File: src/rtl/cam_pkg.sv
// Shared constants, widths and FSM encoding for the camera capture front end.
package cam_pkg;

  localparam int unsigned CAM_H_PIXELS      = 640;
  localparam int unsigned CAM_V_LINES       = 480;
  localparam int unsigned CAM_BYTES_PER_PIX = 2;

  localparam int unsigned HCNT_W = 10;
  localparam int unsigned PCNT_W = 11;
  localparam int unsigned FCNT_W = 3;
  // Byte counter has one extra bit so over-long lines are still seen as long.
  localparam int unsigned BCNT_W = 12;
  localparam int unsigned SKIP_W = 8;

  typedef enum logic [1:0] {
    ST_IDLE   = 2'd0,
    ST_SKIP   = 2'd1,
    ST_ACTIVE = 2'd2
  } cam_state_t;

  // Line counter increment that sticks at the frame height.
  function automatic logic [HCNT_W-1:0] sat_inc_line(input logic [HCNT_W-1:0] cnt,
                                                     input logic [HCNT_W-1:0] lim);
    return (cnt >= lim) ? cnt : cnt + HCNT_W'(1);
  endfunction

endpackage

File: src/rtl/cam_edge_det.sv
// Registered level with rise/fall pulses from a second delayed copy.
module cam_edge_det (
  input  logic clk,
  input  logic rst_n,
  input  logic d,
  output logic q,
  output logic rise_c,
  output logic fall_c
);

  logic q_d;

  // Sample the input once, then keep one more delayed copy for edge compare.
  always_ff @(posedge clk or negedge rst_n) begin
    if (!rst_n) begin
      q   <= 1'b0;
      q_d <= 1'b0;
    end else begin
      q   <= d;
      q_d <= q;
    end
  end

  assign rise_c = q & ~q_d;
  assign fall_c = ~q & q_d;

endmodule

File: src/rtl/cam_pixel_capture.sv
// OV7670-style byte-stream capture: settle skip, RGB565 pairing, line/frame checks.
module cam_pixel_capture
  import cam_pkg::*;
#(
  parameter int unsigned H_PIXELS    = CAM_H_PIXELS,
  parameter int unsigned V_LINES     = CAM_V_LINES,
  parameter int unsigned SKIP_FRAMES = 2
) (
  input  logic              clk,
  input  logic              reset,
  input  logic              CamVsync,
  input  logic              CamHsync,
  input  logic [7:0]        CamData_in,
  output logic [15:0]       CamData_out,
  output logic [HCNT_W-1:0] CamHsync_count,
  output logic [PCNT_W-1:0] CamPix_count,
  output logic              CamData_enable,
  output logic              frame_done,
  output logic [FCNT_W-1:0] frame_count,
  output logic              line_err,
  output logic              frame_err
);

  localparam logic [BCNT_W-1:0] LINE_BYTES = BCNT_W'(CAM_BYTES_PER_PIX * H_PIXELS);
  localparam logic [HCNT_W-1:0] LAST_LINE  = HCNT_W'(V_LINES);
  localparam logic [SKIP_W-1:0] SKIP_N     = SKIP_W'(SKIP_FRAMES);

  logic              vs_q, vs_rise_c, vs_fall_c;
  logic              hs_q, hs_rise_c, hs_fall_c;
  logic [7:0]        data_q;
  logic [7:0]        high_byte;
  cam_state_t        state;
  logic [SKIP_W-1:0] skip_cnt;
  logic              phase;
  logic              line_live;
  logic              ferr_clr;
  logic [BCNT_W-1:0] byte_cnt;

  logic [BCNT_W-1:0] byte_idx, byte_nxt;
  logic              phase_eff, line_open, byte_ok, line_close, line_bad;
  logic              frame_clean, frame_bad, line_abort;
  logic [HCNT_W-1:0] hcnt_inc;

  logic              unused_vsync;
  assign unused_vsync = vs_q ^ vs_fall_c;

  cam_edge_det u_vsync_det (
    .clk    (clk),
    .rst_n  (reset),
    .d      (CamVsync),
    .q      (vs_q),
    .rise_c (vs_rise_c),
    .fall_c (vs_fall_c)
  );

  cam_edge_det u_hsync_det (
    .clk    (clk),
    .rst_n  (reset),
    .d      (CamHsync),
    .q      (hs_q),
    .rise_c (hs_rise_c),
    .fall_c (hs_fall_c)
  );

  // Byte register aligned with the registered HREF level.
  always_ff @(posedge clk or negedge reset) begin
    if (!reset) data_q <= '0;
    else        data_q <= CamData_in;
  end

  // Per-cycle decode of the byte position, line close and frame verdict.
  always_comb begin
    phase_eff   = hs_rise_c ? 1'b0 : phase;
    byte_idx    = hs_rise_c ? '0 : byte_cnt;
    byte_nxt    = (byte_idx == '1) ? byte_idx : byte_idx + BCNT_W'(1);
    line_open   = hs_rise_c && (CamHsync_count != LAST_LINE);
    byte_ok     = hs_q && !vs_rise_c && (hs_rise_c ? line_open : line_live);
    line_close  = hs_fall_c && line_live;
    line_bad    = line_close && (byte_cnt[0] || (byte_cnt < LINE_BYTES));
    hcnt_inc    = line_close ? sat_inc_line(CamHsync_count, LAST_LINE) : CamHsync_count;
    frame_clean = (hcnt_inc == LAST_LINE) && !(line_err || line_bad);
    frame_bad   = !frame_clean && (hcnt_inc != '0);
    line_abort  = hs_q && (line_live || line_open);
  end

  // Capture FSM: later assignments deliberately override earlier ones
  // (line close before frame check, Vsync abort over byte handling).
  always_ff @(posedge clk or negedge reset) begin
    if (!reset) begin
      state          <= ST_IDLE;
      skip_cnt       <= '0;
      phase          <= 1'b0;
      line_live      <= 1'b0;
      ferr_clr       <= 1'b0;
      byte_cnt       <= '0;
      high_byte      <= '0;
      CamData_out    <= '0;
      CamHsync_count <= '0;
      CamPix_count   <= '0;
      CamData_enable <= 1'b0;
      frame_done     <= 1'b0;
      frame_count    <= '0;
      line_err       <= 1'b0;
      frame_err      <= 1'b0;
    end else begin
      CamData_enable <= 1'b0;
      frame_done     <= 1'b0;
      unique case (state)
        ST_IDLE: begin
          if (vs_rise_c) state <= (SKIP_FRAMES == 0) ? ST_ACTIVE : ST_SKIP;
        end
        ST_SKIP: begin
          if (vs_rise_c) begin
            skip_cnt <= skip_cnt + SKIP_W'(1);
            if (skip_cnt + SKIP_W'(1) == SKIP_N) state <= ST_ACTIVE;
          end
        end
        ST_ACTIVE: begin
          if (ferr_clr) begin
            frame_err <= 1'b0;
            ferr_clr  <= 1'b0;
          end
          if (hs_rise_c) begin
            line_live <= line_open;
            if (!line_open) frame_err <= 1'b1;
          end
          if (byte_ok) begin
            byte_cnt <= byte_nxt;
            phase    <= ~phase_eff;
            if (byte_idx >= LINE_BYTES) begin
              line_err <= 1'b1;
            end else if (!phase_eff) begin
              high_byte <= data_q;
            end else begin
              CamData_out    <= {high_byte, data_q};
              CamPix_count   <= PCNT_W'(byte_idx);
              CamData_enable <= 1'b1;
            end
          end
          if (line_close) begin
            line_live      <= 1'b0;
            CamHsync_count <= hcnt_inc;
            if (line_bad) line_err <= 1'b1;
          end
          if (vs_rise_c) begin
            line_live      <= 1'b0;
            CamHsync_count <= '0;
            line_err       <= 1'b0;
            frame_err      <= frame_bad || line_abort;
            ferr_clr       <= frame_bad || line_abort;
            if (frame_clean) begin
              frame_done  <= 1'b1;
              frame_count <= frame_count + FCNT_W'(1);
            end
          end
        end
        default: state <= ST_IDLE;
      endcase
    end
  end

endmodule

File: config.mk
export PLATFORM = sky130hd
export DESIGN_NAME = cam_pixel_capture
export DESIGN_NICKNAME = d
export VERILOG_FILES = /design/src/rtl/cam_pkg.sv /design/src/rtl/cam_edge_det.sv /design/src/rtl/cam_pixel_capture.sv
export SDC_FILE = /design/constraint.sdc
export NUM_CORES = 1
export LEC_CHECK = 0
export CAP_MARGIN = 20
export CORE_AREA = 8 8 127 129
export DETAILED_ROUTE_END_ITERATION = 8
export DIE_AREA = 0 0 135 137
export GPL_ROUTABILITY_DRIVEN = 0
export GPL_TIMING_DRIVEN = 0
export MAX_ROUTING_LAYER = met4
export PLACE_DENSITY = 0.48
export SLEW_MARGIN = 10
export SYNTH_ARGS = -nofsm -noshare
export SYNTH_HDL_FRONTEND = slang
export SYNTH_HIERARCHICAL = 1
export SYNTH_SLANG_ARGS = --single-unit
File: constraint.sdc
create_clock -name clk -period 2.9 [get_ports clk]
set_input_delay 0.58 -clock clk [delete_from_list [all_inputs] [get_ports clk]]
set_output_delay 0.58 -clock clk [all_outputs]
set_load 0.02 [all_outputs]
==> impl_metrics.yaml <==
cts:
  cts.clk_slew.worst_paths_ps: 70
  numCtsBuffers: 9
  root_buffer: "clkbuf_16"
  cts_buffer_depth: 2
  clock_latency_ps: 350
  postCtsHoldBufs: 0
  h-tree-depth: 3
  cts_tree: "yes"
  clkSinkCount: 89
die:
  dieArea_sq_um: 18500
  die_h_um: 137
  io-pin-count: 56
  die_w_um: 135
  core_sq_um: 14200
  initial_core_util: 0.290
  rows: 44
setup_path:
  end_kind: "flop"
  cp.depth: 7
  r2r-end: "frame_count[1]"
  critical-path-max-stage-delay_ps: 580
  crit_chain: "ha_2 > nand3_1 > nor4b_4 > xnor2_1 > or4_4 > nor3_4 > mux2_4"
  cp_max_fo: 7
  crit_arrival_ps: 2950
  startpoint: "CamHsync_count[1]"
  cp_slowest_cell: "or4_4"
  ff2ff_setup_slack_ps: 170
  required_ps: 3130
  endpoint: "frame_count[1]"
  critPathBufInv: 0
  r2r_cells: 7
  r2r_start: "CamHsync_count[1]"
  path_delay_family: "simple AND/OR/NAND/NOR gates"
  start_kind: "flop"
  crit_type: "flop to flop"
sta:
  fmax_mhz: 367
  final-hold-violation-count: 0
  drv_slew: 0
  fin_setup_tns_ps: 0
  whs_ps: 204
  final-setup-viol-count: 0
  skew_ps: 8.33
  tightestPinTransition_ps: 738
  slew-limit-headroom: 0.503
  fin_crit_sh: 0.940
  fin_crit_ps: 2730
  rsz0062_at_grt: "no"
finish:
  area_growth_pct: 27.7
  utilization: 0.370
  num_antenna_cells: 0
  drive_above_1_share: 0.187
  instances_no_fill: 623
  nets: 453
  design_area_sq_um: 5260
synthesis:
  syn_avg_cell_area_sq_um: 11.3
  syn-num-nets: 384
  syn-cell-area_sq_um: 4120
  yosys_warnings: 6
  synthCells: 365
power_and_ir_drop:
  ir_drop_mv: 0.371
  internal_power_mw: 2.16
  power.leakage_nw: 2.31
  pwr-share-clk: 0.379
  pwr-share-comb: 0.122
  power_frac_seq: 0.499
  power_density_nw_per_um2: 568
  switching_share: 0.277
  power.net_switching_mw: 0.829
drt:
  firstDrtPassIters: 4
  vias_per_cell: 4.79
  drtIter0Drc: 175
  drc: 0
  vias: 2986
  drt-wirelength-per-cell_um: 14.8
  ant_nets: 0
  drt_wl_total_um: 9240
global_route:
  globalRouteOverflowTotal: 0
  grt_pass1_vias: 3094
  track_usage: 0.111
  antenna_found_initial: 0
  grt_max_degree: 57
  grt_pass1_wl_um: 15800
placement:
  hpwl_um: 6430
  place_area_sq_um: 4920
  place_inst: 605
  io_buffers: 55
hold_path:
  hold_class: "primary input to asynchronous set/reset pin"
flow_run:
  maxCapViolations: 0
status:
  status: "completed"
timing repair:
action                                  CTS  global route
buffers inserted                          2             0
pin swaps                                 1             0
resized for setup                         3             7
endpoints found under the setup margin   30            33
how the worst min path moves through the flow:
stage,startpoint,depth (start not counted),end,slack (ps)
detailed placement,u_vsync_det/q,0,u_vsync_det/q_d,370
floorplan,reset,0,CamData_enable,280
CTS,reset,1,frame_done,220
finish,reset,1,frame_done,200
global route,reset,1,frame_done,230
global placement,u_vsync_det/q,0,u_vsync_det/q_d,370
power groups by stage:
stage          combinational, mW  clock (mW)  sequential, mW
6_report                   0.363        1.13            1.49
5_1_grt                    0.416        1.23            1.52
4_1_cts                    0.368        1.17            1.49
3_5_place_dp               0.367           0            1.52
3_3_place_gp               0.355           0            1.51
2_1_floorplan              0.242           0            1.50
sequential cells by signal (all words and copies together), names as in the netlist, 2 cells and up:
| name | cells |
|---|---|
| data_q | 8 |
| byte_cnt | 12 |
| CamHsync_count | 10 |
| skip_cnt | 8 |
| CamData_out | 16 |
| high_byte | 8 |
| CamPix_count | 11 |
| frame_count | 3 |
| state | 2 |
per-layer routing:
layer	part of all wire	track usage	vias up
met3	0.047	0.0400	10
met4	0.013	0.0382	0
met2	0.47	0.170	61
met1	0.47	0.133	1486
li1	-	-	1429
met5	0	-	-
final cells by class:
type                            instances  area (sq um)
Sequential cell                        89          2230
Fill cell                            1434          8950
Timing Repair Buffer                   58           591
Clock buffer                            9           225
Buffer                                 14          86.3
Clock inverter                          7          61.3
Tap cell                              184           230
Inverter                               11          41.3
Multi-Input combinational cell        251          1790
worst reg2reg max path, cell delays in order, from the launching register on:
cell and delay [ps]:
dfrtp_1 480, ha_2 300, nand3_1 200, nor4b_4 390, xnor2_1 110, or4_4 580, nor3_4 240, mux2_4 320
per-stage QoR:
step	setup slack (ps)	total power, mW
2_1_floorplan	241	1.74
3_3_place_gp	-2240	1.87
3_5_place_dp	-281	1.88
4_1_cts	43.5	3.03
5_1_grt	0.208	3.16
6_report	173	2.99
cells in the final DEF (no fill, tap or decap), types with 9 or more instances in the layout:
cell type,count
dfrtp_1,88
clkdlybuf4s50_1,54
nand2_1,39
mux2_2,36
o21ai_0,25
nor2_1,24
a21oi_1,13
inv_1,11
xnor2_1,11
a31oi_1,10
nand4_1,9
xor2_1,9
clkbuf_16,9
Power figures use the tool's default switching activity.
